--- config.mk ---
export PLATFORM = sky130hd
export DESIGN_NAME = ps2_host_tx
export DESIGN_NICKNAME = d
export VERILOG_FILES = /design/src/rtl/ps2_host_tx.sv
export SDC_FILE = /design/constraint.sdc
export NUM_CORES = 1
export LEC_CHECK = 0
export BUFFER_PORTS_ARGS = -buffer_cell sky130_fd_sc_hd__clkbuf_2
export CAP_MARGIN = 30
export CORE_UTILIZATION = 45
export CTS_CLUSTER_DIAMETER = 200
export DETAILED_ROUTE_END_ITERATION = 7
export HOLD_SLACK_MARGIN = 0.1
export PLACE_DENSITY_LB_ADDON = 0.1
export SYNTH_ARGS = -nofsm -noshare
export SYNTH_HDL_FRONTEND = slang
export SYNTH_SLANG_ARGS = --single-unit
--- constraint.sdc ---
create_clock -name clk -period 5.52 [get_ports clk]
set_input_delay 0.552 -clock clk [delete_from_list [all_inputs] [get_ports clk]]
set_output_delay 0.552 -clock clk [all_outputs]
set_load 0.005 [all_outputs]
--- src/rtl/ps2_host_tx.sv ---
`default_nettype none
// ============================================================================
//  Module      : ps2_host_tx
//  Description : PS/2 host-to-device command transmitter. Inhibits the bus,
//                issues a request-to-send, shifts a command byte plus odd
//                parity and stop bit out on device clock edges, and checks
//                the device ACK. Includes an overall frame timeout.
//  Revision    : 1.0 - initial release
// ============================================================================
module ps2_host_tx #(
    parameter int INHIBIT_CYCLES = 120,
    parameter int TIMEOUT_CYCLES = 20000
) (
    input  logic       clk,
    input  logic       rst,
    input  logic       ps2_clk_in,
    input  logic       ps2_data_in,
    input  logic       send,
    input  logic [7:0] tx_data,
    output logic       ps2_clk_oe,
    output logic       ps2_data_oe,
    output logic       busy,
    output logic       done,
    output logic       ack_err,
    output logic       timeout
);

    localparam int ICW = (INHIBIT_CYCLES > 1) ? $clog2(INHIBIT_CYCLES) : 1;
    localparam int TCW = (TIMEOUT_CYCLES > 1) ? $clog2(TIMEOUT_CYCLES) : 1;
    localparam logic [ICW-1:0] INH_LAST = ICW'(INHIBIT_CYCLES - 1);
    localparam logic [TCW-1:0] TMO_LAST = TCW'(TIMEOUT_CYCLES - 1);
    localparam logic [3:0]     EDGE_ACK = 4'd11;

    typedef enum logic [2:0] {
        ST_IDLE      = 3'd0,
        ST_INHIBIT   = 3'd1,
        ST_REQ       = 3'd2,
        ST_XFER      = 3'd3,
        ST_WAIT_IDLE = 3'd4
    } state_t;

    state_t         state, state_next;
    logic [1:0]     clk_sync, data_sync;
    logic           clk_prev;
    logic           dev_fall;
    logic [ICW-1:0] inh_cnt, inh_cnt_next;
    logic [TCW-1:0] tmo_cnt, tmo_cnt_next;
    logic [3:0]     edge_cnt, edge_cnt_next, edge_inc;
    logic [7:0]     tx_byte, tx_byte_next;
    logic           parity, parity_next;
    logic           clk_oe_next, data_oe_next, busy_next, done_next;
    logic           ack_err_next, timeout_next;

    // Two-flop synchronizers on the raw bus lines plus a delayed clock copy
    // for falling-edge detection; lines idle high.
    always_ff @(posedge clk or negedge rst) begin
        if (!rst) begin
            clk_sync  <= 2'b11;
            data_sync <= 2'b11;
            clk_prev  <= 1'b1;
        end else begin
            clk_sync  <= {clk_sync[0], ps2_clk_in};
            data_sync <= {data_sync[0], ps2_data_in};
            clk_prev  <= clk_sync[1];
        end
    end

    // A device falling edge: synchronized clock was 1, now 0.
    assign dev_fall = clk_prev & ~clk_sync[1];
    assign edge_inc = edge_cnt + 4'd1;

    // State, counters, frame data and all outputs are registered together so
    // every output reflects the state it belongs to.
    always_ff @(posedge clk or negedge rst) begin
        if (!rst) begin
            state       <= ST_IDLE;
            inh_cnt     <= '0;
            tmo_cnt     <= '0;
            edge_cnt    <= 4'd0;
            tx_byte     <= 8'h00;
            parity      <= 1'b0;
            ps2_clk_oe  <= 1'b0;
            ps2_data_oe <= 1'b0;
            busy        <= 1'b0;
            done        <= 1'b0;
            ack_err     <= 1'b0;
            timeout     <= 1'b0;
        end else begin
            state       <= state_next;
            inh_cnt     <= inh_cnt_next;
            tmo_cnt     <= tmo_cnt_next;
            edge_cnt    <= edge_cnt_next;
            tx_byte     <= tx_byte_next;
            parity      <= parity_next;
            ps2_clk_oe  <= clk_oe_next;
            ps2_data_oe <= data_oe_next;
            busy        <= busy_next;
            done        <= done_next;
            ack_err     <= ack_err_next;
            timeout     <= timeout_next;
        end
    end

    // Next-state and next-output logic; the timeout check outranks any bus
    // event in the same cycle.
    always_comb begin
        state_next    = state;
        inh_cnt_next  = inh_cnt;
        tmo_cnt_next  = tmo_cnt;
        edge_cnt_next = edge_cnt;
        tx_byte_next  = tx_byte;
        parity_next   = parity;
        clk_oe_next   = 1'b0;
        data_oe_next  = ps2_data_oe;
        done_next     = 1'b0;
        ack_err_next  = ack_err;
        timeout_next  = timeout;

        case (state)
            ST_IDLE: begin
                data_oe_next = 1'b0;
                if (send) begin
                    tx_byte_next = tx_data;
                    parity_next  = ~^tx_data;
                    ack_err_next = 1'b0;
                    timeout_next = 1'b0;
                    inh_cnt_next = '0;
                    clk_oe_next  = 1'b1;
                    state_next   = ST_INHIBIT;
                end
            end

            ST_INHIBIT: begin
                clk_oe_next  = 1'b1;
                data_oe_next = 1'b0;
                if (inh_cnt == INH_LAST) begin
                    data_oe_next = 1'b1;
                    state_next   = ST_REQ;
                end else begin
                    inh_cnt_next = inh_cnt + 1'b1;
                end
            end

            ST_REQ: begin
                // Release the clock, keep the start bit on data.
                data_oe_next  = 1'b1;
                tmo_cnt_next  = '0;
                edge_cnt_next = 4'd0;
                state_next    = ST_XFER;
            end

            ST_XFER: begin
                if (tmo_cnt == TMO_LAST) begin
                    data_oe_next = 1'b0;
                    timeout_next = 1'b1;
                    ack_err_next = 1'b0;
                    done_next    = 1'b1;
                    state_next   = ST_IDLE;
                end else begin
                    tmo_cnt_next = tmo_cnt + 1'b1;
                    if (dev_fall && (edge_cnt != EDGE_ACK)) begin
                        edge_cnt_next = edge_inc;
                        if (edge_inc <= 4'd8) begin
                            data_oe_next = ~tx_byte[edge_cnt[2:0]];
                        end else if (edge_inc == 4'd9) begin
                            data_oe_next = ~parity;
                        end else if (edge_inc == 4'd10) begin
                            data_oe_next = 1'b0;
                        end else begin
                            data_oe_next = 1'b0;
                            ack_err_next = data_sync[1];
                            state_next   = ST_WAIT_IDLE;
                        end
                    end
                end
            end

            ST_WAIT_IDLE: begin
                data_oe_next = 1'b0;
                if (tmo_cnt == TMO_LAST) begin
                    timeout_next = 1'b1;
                    ack_err_next = 1'b0;
                    done_next    = 1'b1;
                    state_next   = ST_IDLE;
                end else begin
                    tmo_cnt_next = tmo_cnt + 1'b1;
                    if (clk_sync[1] && data_sync[1]) begin
                        done_next  = 1'b1;
                        state_next = ST_IDLE;
                    end
                end
            end

            default: begin
                data_oe_next = 1'b0;
                state_next   = ST_IDLE;
            end
        endcase

        busy_next = (state_next != ST_IDLE);
    end

endmodule
`default_nettype wire
# After elaboration in Yosys (flattened, before gate mapping)
# Cells that the tools add are included.
[word_totals]
regBits = 49
inputBits = 13
elab_cells = 103
[classes]
n_addsub = 3
n_lt_le_gt_ge = 2
eq_ne = 20
n_mux = 42
n_bitwise = 4
n_reduce_logical = 17
[ops]
columns = ["cell", "count"]
rows = [
  ["15-bit case mux with 2 select lines", 1],
  ["3-bit two-way mux", 9],
  ["1-bit two-way mux", 18],
  ["15-bit by 1-bit adder with 15-bit output, second input constant", 1],
  ["15-bit equality test, second input constant", 1],
  ["15-bit two-way mux", 1],
  ["3-bit case mux with 5 select lines", 1],
  ["7-bit two-way mux", 2],
  ["7-bit case mux with 2 select lines", 1],
  ["2-bit != test, second input constant", 6],
  ["3-bit != test, second input constant", 4],
  ["3-bit AND reduction", 3],
  ["4-bit equality test, second input constant", 2],
  ["4-bit two-way mux", 2],
  ["4-bit case mux with 2 select lines", 1],
  ["2-bit nonzero test", 4],
  ["8-bit XNOR reduction", 1],
  ["7-bit by 1-bit adder with 7-bit output, second input constant", 1],
  ["7-bit equality test, second input constant", 1],
  ["7-bit AND reduction", 1],
  ["3-bit by 2-bit equality test with 1-bit output, second input constant", 2],
  ["1-bit case mux with 2 select lines", 3],
  ["1-bit case mux with 3 select lines", 2],
  ["3-bit nonzero test", 2],
  ["14 further kinds", 18],
]

# Logic depth before layout (Yosys ltp)
[depth]
depth_word = 9
mapped_depth = 8

# Worst setup path before layout
# OpenSTA, ideal clock, no wires.
[synth_path]
path_kind = "register to register"
start = "register tmo_cnt[7]"
end = "register tmo_cnt[5]"
setup_time_ns = 0.132
arrival_ns = 1.906
required_ns = 5.388
slack_ns = 3.482
path_stages_with_launch = 8
path_cell_list = "dfrtp_1 -> or4b_4 -> or4_4 -> buf_6 -> buf_6 -> nand2_2 -> xor2_1 -> nor2_1"
[synth_between]
elab_chain_cells = 3
[synth_lines]
columns = ["element", "line_no", "rtl"]
rows = [
  ["from (decl)", "47", "logic [TCW-1:0] tmo_cnt, tmo_cnt_next;"],
  ["from (signal assigned)", "91", "tmo_cnt <= tmo_cnt_next;"],
  ["15-bit equality test", "153, 180", ""],
  ["2-bit != test (no source line)", "-", ""],
  ["2-bit AND reduction (no source line)", "-", ""],
]
# Every way passes these cells.
# A chain may end at the register's enable or synchronous reset.

# Worst setup path in the final report
[layout_path]
start = "register inh_cnt[1]"
end = "register inh_cnt[0]"
[layout_between]
elab_chain_cells = 3
[layout_lines]
columns = ["element", "line_no", "rtl"]
rows = [
  ["from (decl)", "46", "logic [ICW-1:0] inh_cnt, inh_cnt_next;"],
  ["from (signal assigned)", "90", "inh_cnt <= inh_cnt_next;"],
  ["7-bit equality test", "136", "if (inh_cnt == INH_LAST) begin"],
  ["2-bit != test (no source line)", "-", ""],
  ["3-bit AND reduction (no source line)", "-", ""],
]
# Every way passes these cells.

==> flow_summary.json <==
{
  "status": "completed",
  "postCtsSetupBuffers": 0,
  "synth_most_common_cell": "dfrtp_1",
  "netlist_area_mm2": 0.00258,
  "layout.nets": 293,
  "syn_to_final_growth_pct": 9.81,
  "fillers": 508,
  "wire_per_inst_um": 14.1,
  "synth_edf_count": 0,
  "synth_async_sr_flop_share_pct": 100,
  "postRouteAntennaNets": 0,
  "diodes": 0,
  "worstMarginPinSlew_ns": 0.970,
  "regArea_mm2": 0.00123,
  "finalPower_uw": 653,
  "io_buffer_count": 18,
  "slew_headroom_pct": 34.5,
  "grt_use_total_pct": 18.7,
  "ys_seq_area_share_pct": 47.8,
  "post-route-drc-count": 0,
  "holdPathStages": 1,
  "slowest_delay_ns": 0.78,
  "crit_chain": "ha_1 > and2_1 > nor4bb_1 > nor3_1 > mux2i_1 > o22ai_1",
  "cp_slowest_cell": "nor4bb_1",
  "drt_iter0_markers": 130,
  "fin_skew_ns": 0.00938,
  "yosys.area.top_type": "dfrtp_1",
  "fmax_ghz": 0.469,
  "period_share_pct": 38.6,
  "vias_per_cell": 5.47,
  "vias": 1893,
  "synth_seq_cells": 49,
  "cts_max_level": 2,
  "hold_slack_ns": 0.322,
  "rr_worst_depth": 6,
  "synthTopCellsByCount": "44 x dfrtp_1, 30 x nor2_1, 17 x nand2_1, 16 x xnor2_1, 13 x nand3_1",
  "wirelength_mm": 4.86,
  "syn_avg_cell_area_um2": 10.1,
  "yosysWarnings": 0,
  "dp_hpwl_mm": 3.32,
  "ctsRootBufferMaster": "clkbuf_8",
  "die_h_um": 77.7,
  "worstHoldStart": "ps2_clk_in",
  "min_path_type": "primary input to flop",
  "power_leakage_uw": 0.00121,
  "rsz0062_at_grt": "no",
  "ir_drop_mv": 0.160,
  "antenna_found_initial": 0,
  "r2r_end": "inh_cnt[0]",
  "finalMaxSlewViolations": 0,
  "synth_nets": 275,
  "first_pass_iters": 4,
  "fp.coreArea_mm2": 0.00551,
  "final_util_pct": 51.4,
  "ctsLongestPathBuffers": 2,
  "synth_cells": 256,
  "ys.flop_type": "dfrtp_1",
  "pin_count": 19,
  "layout-drive-gt1-share_pct": 18.6,
  "start_kind": "flop",
  "synth_cell_type_count": 55,
  "reg2reg_from": "inh_cnt[1]",
  "synth_area_leaders": "dfrtp_1 43%, xnor2_1 5.4%, dfstp_2 5.1%",
  "grt_pass1_wl_mm": 8.92,
  "die_area_mm2": 0.00603,
  "first_global_vias": 1884,
  "synth.top_cell.area_share_pct": 42.7,
  "cts-resized-gates": 0,
  "multi_input_area_mm2": 0.00126,
  "cts_made_buffers": 5,
  "initial_core_util_pct": 46.8,
  "period_minus_slack_ns": 2.13,
  "clkLatencyLatePin_ns": 0.31,
  "tns_ns": 0,
  "hold_viol_final": 0,
  "place.gp.congestion": 0.779,
  "crit_path_end_kind": "flop",
  "holdBufCountCts": 0,
  "reg2reg_slack_ns": 3.39,
  "crit_family": "simple AND/OR/NAND/NOR gates",
  "cts_tree": "yes",
  "grt.overflow.total": 0,
  "worstSetupPathType": "flop to flop",
  "power_density_mw_per_mm2": 231,
  "critPathArrivalTime_ns": 2.33,
  "setup_violations": 0,
  "path_buf_inv": 0,
  "rows": 27,
  "path_clk_slew_ns": 0.09,
  "hold_end": "clk_sync[0]",
  "die_w_um": 77.7,
  "grt_max_degree": 50,
  "cp.required_ns": 5.71,
  "cp_max_fo": 6,
  "drv_cap": 0,
  "clkSinkCount": 49
}
-- power by group --
part           switching [uW]  internal (uW)  total, uW
registers                3.22            367        370
logic                    16.4           15.0       31.4
clock network             120            132        252
total                     140            514        653
-- flip-flops by register name (all words and copies together) (netlist names) --
signal / cells
tx_byte: 8
clk_prev: 1
done: 1
ps2_clk_oe: 1
busy: 1
tmo_cnt: 15
parity: 1
ps2_data_oe: 1
clk_sync: 2
state: 3
ack_err: 1
timeout: 1
edge_cnt: 4
data_sync: 2
inh_cnt: 7
-- final cells by class --
cell class	count	area share, %
sequential	49	43.6
tap	72	3.18
clock inverter	2	1.24
multi-input combinational	189	44.5
clock buffer	5	2.43
inverter	8	1.06
timing repair buffer	21	3.98
-- worst max path at each step --
stage | end | startpoint | slack, ns | cells past startpoint
after floorplan | tmo_cnt[5] | tmo_cnt[7] | 3.48 | 7
after global placement | inh_cnt[2] | inh_cnt[1] | 3.37 | 5
after detailed placement | tmo_cnt[7] | tmo_cnt[7] | 3.39 | 5
after CTS | tmo_cnt[7] | tmo_cnt[7] | 3.38 | 5
after global routing | inh_cnt[0] | inh_cnt[1] | 3.17 | 6
final | inh_cnt[0] | inh_cnt[1] | 3.39 | 6
-- worst reg2reg max path: cells and delay by family (launching register included) --
| family | cells | cell delay, ns |
|---|---|---|
| AO/OA/AOI/OAI | 1 | 0.10 |
| adder cells (fa/ha/maj) | 1 | 0.18 |
| flip-flops | 1 | 0.41 |
| multiplexers | 1 | 0.19 |
| AND/OR/NAND/NOR | 3 | 1.14 |
-- through the flow --
stage                     instance area [um2]  setup slack (ns)  std cells
final                                    2830              3.39        346
after global routing                     2830              3.17        346
after CTS                                2820              3.38        345
after detailed placement                 2720              3.39        338
after global placement                   2720              3.37        338
after floorplan                          2580              3.48        256
-- cell families (layout without fill, tap and decap cells) --
family | count (synthesis) | count (layout) | share of synthesized area [%]
simple gates | 103 | 103 | 21.0
flops | 49 | 49 | 47.8
compound gates | 41 | 41 | 10.5
buf+inv | 18 | 36 | 3.25
mux | 15 | 15 | 6.31
fa+ha+maj | 6 | 6 | 2.91
xor+xnor | 24 | 24 | 8.16
-- per-layer routing --
metal  up-vias  share of wire [%]  global-route usage [%]
met5         -                  0                       0
met3         9                2.8                    2.47
met1       917                 52                    27.1
li1        935                  -                       -
met4         0                1.8                    7.17
met2        32                 43                    28.5
-- layout by cell type (no fill, tap or decap), types with 3 or more instances in the layout --
cell type	instances
nor2_1	30
nand3b_1	4
clkbuf_2	18
mux2i_1	5
a21oi_1	10
nor3_1	10
nand4_1	5
mux2_2	7
dfstp_2	5
xor2_1	8
o21ai_1	7
nor3b_1	3
clkbuf_8	5
dfrtp_1	44
buf_4	3
o21ai_0	5
nand3_1	13
inv_1	7
xnor2_1	16
mux2_1	3
nand2_1	17
ha_1	6
or3_1	3
Power figures use the tool's default switching activity.
